==> config.mk <==
export PLATFORM = sky130hd
export DESIGN_NAME = ear_in
export DESIGN_NICKNAME = d
export VERILOG_FILES = /design/src/rtl/ear_in.sv
export SDC_FILE = /design/constraint.sdc
export NUM_CORES = 1
export LEC_CHECK = 0
export ABC_CLOCK_PERIOD_IN_PS = 2800
export BUFFER_PORTS_ARGS = -buffer_cell sky130_fd_sc_hd__buf_2
export CAP_MARGIN = 20
export CORE_MARGIN = 4
export CORE_UTILIZATION = 57
export DETAILED_ROUTE_END_ITERATION = 10
export PLACE_DENSITY = 0.76
export SLEW_MARGIN = 25
export SYNTH_ARGS = -nofsm -noshare
export SYNTH_HDL_FRONTEND = slang
export SYNTH_SLANG_ARGS = --single-unit
export TNS_END_PERCENT = 50
==> constraint.sdc <==
create_clock -name clock_i -period 2.8 [get_ports clock_i]
set_input_delay 0.14 -clock clock_i [delete_from_list [all_inputs] [get_ports clock_i]]
set_output_delay 0.14 -clock clock_i [all_outputs]
set_load 0.03 [all_outputs]
==> src/rtl/ear_in.sv <==
// EAR pin input conditioner: 2-flop synchronizer, saturating integrator with
// hysteresis, and an edge strobe carrying the width of the pulse just ended.
module ear_in #(
  parameter int unsigned WIDTH = 6,
  parameter int unsigned HI    = 48,
  parameter int unsigned LO    = 15,
  parameter int unsigned PW    = 16
) (
  input  logic          clock_i,
  input  logic          reset_i,
  input  logic          ce_i,
  input  logic          ear_raw_i,
  output logic          ear_o,
  output logic          edge_o,
  output logic [PW-1:0] width_o,
  output logic          rise_o
);

  localparam logic [WIDTH-1:0] HI_L = WIDTH'(HI);
  localparam logic [WIDTH-1:0] LO_L = WIDTH'(LO);

  logic             s1_q, s2_q;
  logic [WIDTH-1:0] acc_q, acc_d;
  logic             ear_q, ear_d;
  logic [PW-1:0]    cnt_q, cnt_d;
  logic [PW-1:0]    width_q;
  logic             rise_q, edge_q;
  logic             chg;

  always_comb begin
    acc_d = acc_q;
    if (ce_i) begin
      if (s2_q && (acc_q != '1))
        acc_d = acc_q + 1'b1;
      else if (!s2_q && (acc_q != '0))
        acc_d = acc_q - 1'b1;
    end
  end

  // Hysteresis works off the registered integrator, so ear lags a crossing by one clock
  always_comb begin
    ear_d = ear_q;
    if (!ear_q && (acc_q >= HI_L))
      ear_d = 1'b1;
    else if (ear_q && (acc_q <= LO_L))
      ear_d = 1'b0;
  end

  assign chg = (ear_d != ear_q);

  always_comb begin
    cnt_d = cnt_q;
    if (chg)
      cnt_d = '0;
    else if (ce_i && (cnt_q != '1))
      cnt_d = cnt_q + 1'b1;
  end

  always_ff @(posedge clock_i or posedge reset_i) begin
    if (reset_i) begin
      s1_q    <= 1'b0;
      s2_q    <= 1'b0;
      acc_q   <= '0;
      ear_q   <= 1'b0;
      cnt_q   <= '0;
      width_q <= '0;
      rise_q  <= 1'b0;
      edge_q  <= 1'b0;
    end else begin
      s1_q   <= ear_raw_i;
      s2_q   <= s1_q;
      acc_q  <= acc_d;
      ear_q  <= ear_d;
      cnt_q  <= cnt_d;
      edge_q <= chg;
      if (chg) begin
        width_q <= cnt_q;
        rise_q  <= ear_d;
      end
    end
  end

  assign ear_o   = ear_q;
  assign edge_o  = edge_q;
  assign width_o = width_q;
  assign rise_o  = rise_q;

endmodule

==> summary.md <==
| Metric | Value |
|---|---|
| Run status | finished clean |
| Share of layout cells above drive strength 1 | approximately a quarter |
| CTS buffer count | 5 |
| Syn Nets | 186 |
| Fin worst setup slack | 0.294 ns |
| Vias/cell | 5.72 |
| Number of synthesized flops with an enable pin | 0 |
| Ys flop type | dfrtp_1 |
| Drt total wl | 3710 um |
| Worst flop-to-flop path startpoint | acc_q[0]$_DFFE_PP0P_ |
| Setup Skew | approximately 0.0033 ns |
| Die ar. | 4560 um2 |
| Post-Syn Area | 2020 um2 |
| # rows | 21 |
| Async SR Flop Fraction | 100% |
| Most frequent cells in the layout | 43 x dfrtp_1, 24 x nor2_1, 22 x buf_2 |
| Endpoint type of the worst setup path | flop |
| Min Clock Period, post-route | about 2.5 ns |
| Drt pass-1 iters | 4 |
| Fin. Hold Viols | 0 |
| N_diodes | 0 |
| VDD IR max | 0.398 mV |
| Final setup fails | 0 |
| Post-synthesis compound-gate area fraction | about a tenth |
| Startpoint Class | flop |
| Final Cycle Share | between 80 and 90% |
| I/O Buffers | 22 |
| Total power | 0.00195 W |
| First-pass GRT wire length | 6740 um |
| HP Class | in -> reg |
| Critical Path RT | 3.05 ns |
| Cell chosen for the clock root | clkbuf_4 |
| Final slew viol count | 0 |
| Post-route ant nets | 0 |
| Largest net degree at the start of global routing | 44 |
| Clock Latency Late Sink | approximately 0.33 ns |
| # DRC | 0 |
| Post-synthesis sequential element count | 43 |
| Mux cell area share after synthesis | between 10% and 20% |
| Post-Synth XOR/XNOR Area | 6.94% |
| Crit Path Max Fanout | 7 |
| # H-tree levels | 2 |
| Max frequency | 399 MHz |
| I/O pins | 23 |
| Adder-Cell Fraction of Synth Area | 4.59% |
| Post-synth cell types | 36 |
| Top cells by area, synth | dfrtp_1 53%, mux2_2 11%, nor2_1 4.5%, xor2_1 4.3%, ha_1 3.1% |
| Iter 0 DRT Violations | 48 |
| DPL Wire Length | 2670 um |
| Clock slew at reported path FFs | 0.11 ns |
| Setup bufs post-CTS | 0 |
| Worst setup path startpoint | acc_q[0]$_DFFE_PP0P_ |
| Final hold slack | 0.198 ns |
| Reg-to-reg setup timing slack | 0.29 ns |
| Sequential element share of the synthesized area | between 50 and 60% |
| DR vias | 1431 |
| Wl on met1 | ~1500 um |
| Worst slew pin tran | between 0.6 and 0.7 ns |
| Placer Congestion | 0.857 |
| Initial antenna violation count | 0 |
| Starting Density | 59.5% |
| Fill cells | between 200 and 300 |
| Critical path class | reg -> reg |
| Setup slack at placement | about 0.077 ns |
| Critical Path AT | 2.75 ns |
| Post-synth top area share | 53.3% |
| Setup TNS | 0 ns |
| Cells after Synth | 176 |
| DR WL met2 | about 2000 um |
| Placed insts | 240 |
| Layout Cells excl Fill | 250 |
| Chip height | 67.5 um |
| CTS Buffer Depth | 2 |
| Syn_area_per_cell | 11.5 um2 |
| Yosys warnings | 0 |
| Commonest non-fill, non-tap cell in the layout | dfrtp_1 |
| Area delta synth->final | 12.4% |
| Total GRT Usage | 19.8% |
| CTS Sinks | 43 |
| Hold_sp | ce_i |
| Vias in the first global route | roughly 1500 |
| P_leak | ~1.1 nW |
| Max_cap viols | 0 |
| RSZ-0062 raised after global routing | no |
| WL/cell | between 10 and 15 um |
| Power Density | about 860 nW/um2 |
| Top routing layer in use | met4 |
| Main combinational cell family by area after synthesis | simple AND/OR/NAND/NOR gates |
| CTS tree | built |
| Met3 wire length | 139 um |
| Leading area contributor after synthesis | dfrtp_1 |
| Simple-Gate Fraction of Synth Area | approximately 13% |
| Slew headroom | between 50% and 60% |
| Die Span X | 67.5 um |
| Final Net Count | 213 |
| Placeable Area | ~3400 um2 |
| Grt total ovfl | 0 |
## layer usage
layer	track usage, %	vias up
met5	0	-
met4	8.86	0
met3	4.33	10
met2	33.9	37
met1	23.9	701
li1	-	683
## worst max-delay path, cell delays in order (launching register included)
cell	delay (ns)
dfrtp_1	0.49
nand4_1	0.15
o21ai_1	0.47
ha_1	0.35
a211oi_1	0.25
o21a_1	0.18
nor3_1	0.05
o21ai_0	0.30
xnor2_1	0.19
## state kept, by name, indices dropped and copies added (netlist names)
signal and cells:
ear_o 1, cnt_q 16, width_o 16, s1_q 1, edge_o 1, s2_q 1
rise_o 1, acc_q 6
## stage by stage
step	instance area, um2	util, %
2_1_floorplan	2020	-
3_3_place_gp	2180	64.3
3_5_place_dp	2180	64.3
4_1_cts	2270	66.9
5_1_grt	2270	66.9
6_report	2270	66.9
## final timing paths
check	endpoint	cells after the start
worst min register to register	s2_q$_DFF_PP0_	0
worst max-delay path	acc_q[5]$_DFFE_PP0P_	8
worst max register to register	acc_q[5]$_DFFE_PP0P_	8
max in group asynchronous	cnt_q[7]$_DFFE_PP0P_	4
worst min-delay path	cnt_q[2]$_DFFE_PP0P_	3
min in group asynchronous	width_o[5]$_DFFE_PP0N_	4
## cells in the mapped netlist (4+ instances only)
cell type	instances
dfrtp_1	43
nor2_1	24
mux2_2	19
xor2_1	10
a21oi_1	7
nand2_1	7
o21ai_0	7
xnor2_1	6
ha_1	5
o2111ai_1	5
nand3_1	4
nor3_1	4
## kinds of logic (layout without fill, tap and decap cells)
| logic type | after synthesis | after routing |
|---|---|---|
| mux | 20 | 20 |
| compound gates | 29 | 29 |
| fa+ha+maj | 7 | 7 |
| buf+inv | 9 | 37 |
| flops | 43 | 43 |
| xor+xnor | 16 | 16 |
| simple gates | 52 | 52 |
## area by class of cell
| type | instances | area (um2) | area share, % |
|---|---|---|---|
| sequential | 43 | 1080 | 47.4 |
| timing repair buffer | 26 | 145 | 6.40 |
| tap | 46 | 57.6 | 2.54 |
| multi-input combinational | 124 | 910 | 40.1 |
| inverter | 3 | 11.3 | 0.496 |
| clock buffer | 8 | 68.8 | 3.03 |
## power breakdown
group / switching [W] / internal, W
logic: 0.000425 / 0.000328
clock network: 0.000179 / 0.000148
registers: 0.000128 / 0.000737
total: 0.000733 / 0.00121
## timing repair
| action | CTS | global route |
|---|---|---|
| setup endpoints to repair | 0 | 1 |
| hold buffers | 2 | 0 |
| endpoints found under the hold margin | 44 | 0 |
| gates resized for setup | 0 | 1 |
Note: power is estimated with default switching activity, not from simulation.
